==> src/rtl/lcd_hd44780_sequencer.sv <==
// HD44780 write-cycle sequencer: turns PIO go-toggle words into timed RS/DATA/EN
// cycles with a one-deep pending buffer and a sticky overflow flag.
module lcd_hd44780_sequencer #(
    parameter int T_AS    = 3,
    parameter int T_PW    = 12,
    parameter int T_H     = 2,
    parameter int T_SHORT = 2000,
    parameter int T_LONG  = 82000,
    parameter int CW      = 17
) (
    input  logic        clk,
    input  logic        reset_n,
    input  logic [11:0] in_port,
    input  logic        ovf_clr,
    output logic        busy,
    output logic        overflow,
    output logic [7:0]  lcd_data,
    output logic        lcd_rs,
    output logic        lcd_rw,
    output logic        lcd_en,
    output logic        lcd_on,
    output logic        lcd_blon
);

    localparam logic [2:0] S_IDLE  = 3'd0;
    localparam logic [2:0] S_SETUP = 3'd1;
    localparam logic [2:0] S_PULSE = 3'd2;
    localparam logic [2:0] S_HOLD  = 3'd3;
    localparam logic [2:0] S_WAIT  = 3'd4;

    logic [2:0]    state;
    logic [CW-1:0] cnt;
    logic          go_prev;
    logic          pend_valid;
    logic          pend_rs;
    logic [7:0]    pend_data;
    logic          go;
    logic          consume;
    logic          ovf_set;

    // Clear display (0x01) and return home (0x02/0x03) need the long settle time.
    function automatic logic [CW-1:0] wait_load(input logic rs, input logic [7:0] data);
        if (!rs && (data == 8'h01 || data == 8'h02 || data == 8'h03))
            return CW'(T_LONG - 1);
        return CW'(T_SHORT - 1);
    endfunction

    assign go       = in_port[11] ^ go_prev;
    assign consume  = (state == S_IDLE) && pend_valid;
    assign ovf_set  = go && pend_valid && !consume;
    assign busy     = (state != S_IDLE) || pend_valid;
    assign lcd_rw   = 1'b0;

    always_ff @(posedge clk or negedge reset_n) begin
        if (!reset_n) begin
            go_prev    <= 1'b0;
            pend_valid <= 1'b0;
            pend_rs    <= 1'b0;
            pend_data  <= 8'h00;
            overflow   <= 1'b0;
            lcd_on     <= 1'b0;
            lcd_blon   <= 1'b0;
        end else begin
            go_prev  <= in_port[11];
            lcd_on   <= in_port[9];
            lcd_blon <= in_port[10];
            if (go && (!pend_valid || consume)) begin
                pend_valid <= 1'b1;
                pend_rs    <= in_port[8];
                pend_data  <= in_port[7:0];
            end else if (consume) begin
                pend_valid <= 1'b0;
            end
            if (ovf_set)
                overflow <= 1'b1;
            else if (ovf_clr)
                overflow <= 1'b0;
        end
    end

    // EN comes straight from this register so the LCD never sees a glitch.
    always_ff @(posedge clk or negedge reset_n) begin
        if (!reset_n) begin
            state    <= S_IDLE;
            cnt      <= '0;
            lcd_en   <= 1'b0;
            lcd_rs   <= 1'b0;
            lcd_data <= 8'h00;
        end else begin
            case (state)
                S_IDLE: begin
                    if (pend_valid) begin
                        lcd_rs   <= pend_rs;
                        lcd_data <= pend_data;
                        cnt      <= CW'(T_AS - 1);
                        state    <= S_SETUP;
                    end
                end
                S_SETUP: begin
                    if (cnt == '0) begin
                        lcd_en <= 1'b1;
                        cnt    <= CW'(T_PW - 1);
                        state  <= S_PULSE;
                    end else begin
                        cnt <= cnt - CW'(1);
                    end
                end
                S_PULSE: begin
                    if (cnt == '0) begin
                        lcd_en <= 1'b0;
                        cnt    <= CW'(T_H - 1);
                        state  <= S_HOLD;
                    end else begin
                        cnt <= cnt - CW'(1);
                    end
                end
                S_HOLD: begin
                    if (cnt == '0) begin
                        cnt   <= wait_load(lcd_rs, lcd_data);
                        state <= S_WAIT;
                    end else begin
                        cnt <= cnt - CW'(1);
                    end
                end
                S_WAIT: begin
                    if (cnt == '0)
                        state <= S_IDLE;
                    else
                        cnt <= cnt - CW'(1);
                end
                default: begin
                    state  <= S_IDLE;
                    lcd_en <= 1'b0;
                end
            endcase
        end
    end

endmodule

==> config.mk <==
export PLATFORM = sky130hd
export DESIGN_NAME = lcd_hd44780_sequencer
export DESIGN_NICKNAME = d
export VERILOG_FILES = /design/src/rtl/lcd_hd44780_sequencer.sv
export SDC_FILE = /design/constraint.sdc
export NUM_CORES = 1
export LEC_CHECK = 0
export ABC_AREA = 1
export CAP_MARGIN = 20
export CORE_ASPECT_RATIO = 0.75
export CORE_UTILIZATION = 50
export CTS_BUF_LIST = sky130_fd_sc_hd__clkbuf_8 sky130_fd_sc_hd__clkbuf_16
export DETAILED_ROUTE_END_ITERATION = 8
export PLACE_DENSITY = 0.76
export SETUP_SLACK_MARGIN = 0.05
export SLEW_MARGIN = 15
export SYNTH_ARGS = -nofsm -noshare
export SYNTH_HDL_FRONTEND = slang
export SYNTH_SLANG_ARGS = --single-unit
==> constraint.sdc <==
create_clock -name clk -period 1.46 [get_ports clk]
set_input_delay 0.365 -clock clk [delete_from_list [all_inputs] [get_ports clk]]
set_output_delay 0.365 -clock clk [all_outputs]
set_load 0.02 [all_outputs]
==> impl_metrics.py, run 1 <==
metrics = {
    "outcome": {
        "status": "finished, violations left",
        "violations": "setup timing",
    },
    "clock_tree": {
        "clk_path_buf_depth": 2,
        "clock_latency_ps": 310,
        "cts_sinks": 44,
        "cts_tree": "done",
        "cts_root_buffer": "clkbuf_8",
        "h-tree-depth": 2,
        "numCtsBuffers": 5,
        "cts.clk_slew.worst_paths_ps": 90,
    },
    "placed_design": {
        "dpl.cell_count": 438,
        "io_buffers": 28,
        "globalplace.congestion": 0.927,
        "dp_slack_ps": -352,
        "place_hpwl_um": 4260,
    },
    "synth": {
        "synth_area_leaders": "dfrtp_1 (47%), nand2_1 (13%), inv_1 (6.6%)",
        "synth_nets": 326,
        "ys_ff_latch": 44,
        "async_reset_ff_share_pct": 100,
        "yosysUniqueCellTypes": 27,
        "synthesis.area_um2": 2350,
        "netlist_instances": 309,
        "avgSynthCellArea_um2": 7.59,
        "synth-edff-count": 0,
        "synth_area_leader_cell": "dfrtp_1",
        "synth_top_area_share_pct": 46.9,
        "yosysWarnings": 0,
        "ys.flop_type": "dfrtp_1",
        "ys_seq_area_share_pct": 46.9,
    },
    "setup_path": {
        "r2r-end": "cnt[12]$_DFFE_PN0P_",
        "worstPathRequired_ps": 1660,
        "worst_setup_path_start_kind": "register",
        "cp_slowest_stage_delay_ps": 390,
        "arrival_ps": 1940,
        "rrSetupSlack_ps": -270,
        "crit_chain": "inv_2, ha_4, nand2_2, nor2_4, nand2_4, nand2_8, a21boi_4, nand2_2, nand2_1, nor2_2",
        "cp_slowest_cell": "dfrtp_1",
        "critPathMaxFanout": 7,
        "crit_top_cell": "nand2_2",
        "cp-endpoint": "cnt[12]$_DFFE_PN0P_",
        "reg2reg_from": "cnt[1]$_DFFE_PN0P_",
        "crit_type": "register to register",
        "crit_start": "cnt[1]$_DFFE_PN0P_",
        "ff2ff_path_depth": 10,
        "endpoint_kind": "register",
    },
    "grt": {
        "grt_usage_pct": 30.4,
        "grt_max_degree": 45,
        "grt_pass1_wl_um": 11000,
        "grt_pass1_vias": 2240,
        "antenna_found_initial": 0,
        "grt-ovfl-total": 0,
    },
    "drt": {
        "routed_wl_um": 8440,
        "wl_met1_um": 3310,
        "viasPerCell": 5.59,
        "firstDrtPassIters": 5,
        "wl_met3_um": 608,
        "met2_length_um": 4170,
        "post_drt_wl_per_cell_um": 18.3,
        "ant_nets": 0,
        "topRoutingLayerUsed": "met4",
        "drcViolationCount": 0,
        "drt_iter0_drc": 225,
        "routed-via-count": 2584,
    },
    "floorplan": {
        "fp.dieH_um": 61.3,
        "start_util_pct": 52.2,
        "die_w_um": 81.1,
        "die_area_um2": 4970,
        "rows": 21,
        "core-area_um2": 4490,
        "boundaryPins": 30,
    },
    "finish": {
        "regArea_um2": 1100,
        "areaGrowthSynthToFinish_pct": 61.8,
        "layout-drive-gt1-share_pct": 43.5,
        "nets": 421,
        "final_cell_mix": "nand2_1 (57), buf_4 (49), dfrtp_1 (43), inv_1 (35), nand2_2 (16)",
        "postLayoutCoreUtil_pct": 84.5,
        "insertedDiodeCount": 0,
        "stdcell_count": 462,
        "n_fill_cell": 243,
        "multi_input_area_um2": 1530,
        "layout_commonest_cell": "nand2_1",
    },
    "sta": {
        "fin_crit_ps": 1730,
        "clock_skew_ps": 6.93,
        "setup_viol": 22,
        "fin_ws_ps": -274,
        "finalHoldViolCount": 0,
        "slew_viol_final": 0,
        "timing.final.crit_share_pct": 119,
        "holdWs_ps": 9.07,
        "clock.fmax_mhz": 577,
        "rsz0062_at_grt": "true",
    },
    "min_path": {
        "holdCritPathClass": "primary input to async pin",
    },
    "pwr": {
        "max-vdd-ir-drop_uv": 860,
        "power.density_nw_per_um2": 713,
        "total_leakage_power_nw": 1.83,
    },
    "job": {
        "maxCapViolCount": 0,
    },
}
worst min-delay path by stage:
stage | startpoint | to | slack [ps]
global placement | reset_n | lcd_on$_DFF_PN0_ | 360
detailed placement | reset_n | lcd_on$_DFF_PN0_ | 360
floorplan | reset_n | cnt[0]$_DFFE_PN0P_ | 70
finish | reset_n | cnt[2]$_DFFE_PN0P_ | 9
CTS | reset_n | lcd_on$_DFF_PN0_ | 30
global route | reset_n | cnt[2]$_DFFE_PN0P_ | 30
flip-flops by register name, indices dropped and copies added, names as in the netlist:
name	count
pend_valid	1
lcd_en	1
go_prev	1
pend_data	8
pend_rs	1
lcd_on	1
state	3
lcd_blon	1
lcd_data	8
cnt	17
lcd_rs	1
overflow	1
layout make-up:
class | instances | area share, %
inverter | 43 | 4.39
multi-input combinational | 219 | 40.2
tap | 57 | 1.88
clock buffer | 6 | 2.18
timing repair buffer | 91 | 21.9
sequential | 44 | 29.0
clock inverter | 2 | 0.396
kinds of logic after synthesis:
| kind of cell | count (synthesis) | share of synthesized area, % |
|---|---|---|
| simple gates | 158 | 28.4 |
| buf+inv | 48 | 8.53 |
| compound gates | 47 | 11.5 |
| flops | 44 | 46.9 |
| xor+xnor | 9 | 3.36 |
| fa+ha+maj | 2 | 1.07 |
| other cells | 1 | 0.160 |
critical path, delay by kind of cell, from the launching register on:
family / cells / cell delay, ps
AND/OR/NAND/NOR: 7 / 660
flip-flops: 1 / 390
AO/OA/AOI/OAI: 1 / 310
adder cells (fa/ha/maj): 1 / 170
buffers and inverters: 1 / 80
what timing repair did:
item                                    4_1_cts  5_1_grt
setup buffers                                 8        5
gates cloned                                  2        3
resized for setup                            81       81
hold buffers                                  0        0
pin swaps                                    29       17
endpoints found under the setup margin       44       39
through the flow:
stage	power, mW	area (um^2)	TNS [ps]
global route	2.81	3790	-5460
detailed placement	1.72	3080	-4240
floorplan	1.56	2370	-244
CTS	2.53	3460	-1500
finish	2.71	3790	-3900
global placement	1.69	3080	-2590
cell usage after synthesis (2+ instances only):
| library cell | count |
|---|---|
| nor2_2 | 5 |
| ha_1 | 2 |
| nand2_1 | 81 |
| dfrtp_1 | 44 |
| or2_2 | 3 |
| nand3_1 | 20 |
| o211ai_1 | 6 |
| a21oi_1 | 15 |
| buf_6 | 2 |
| nand4_1 | 3 |
| o21ai_1 | 3 |
| inv_2 | 2 |
| nand2_2 | 5 |
| xor2_1 | 7 |
| inv_1 | 41 |
| xnor2_1 | 2 |
| nor3_1 | 5 |
| o21ai_0 | 20 |
| nor2_1 | 35 |
metal layers:
layer,vias up,GRT usage [%]
li1,1166,-
met5,-,0
met2,144,50.9
met1,1234,38.9
met3,40,7.11
met4,0,11.2
power by group:
| part | internal [mW] | switching (mW) | total [mW] | leakage (nW) |
|---|---|---|---|---|
| Combinational | 0.199 | 0.270 | 0.469 | 1.29 |
| Clock | 0.384 | 0.461 | 0.845 | 0.0434 |
| Sequential | 1.35 | 0.0409 | 1.39 | 0.491 |
Power figures use the tool's default switching activity.
==> run 2: changes to the inputs <==
- GPL_ROUTABILITY_DRIVEN: not set -> 0
==> results of run 2 <==
Same layout as run 1: the final DEF is identical, and so are final timing and power.
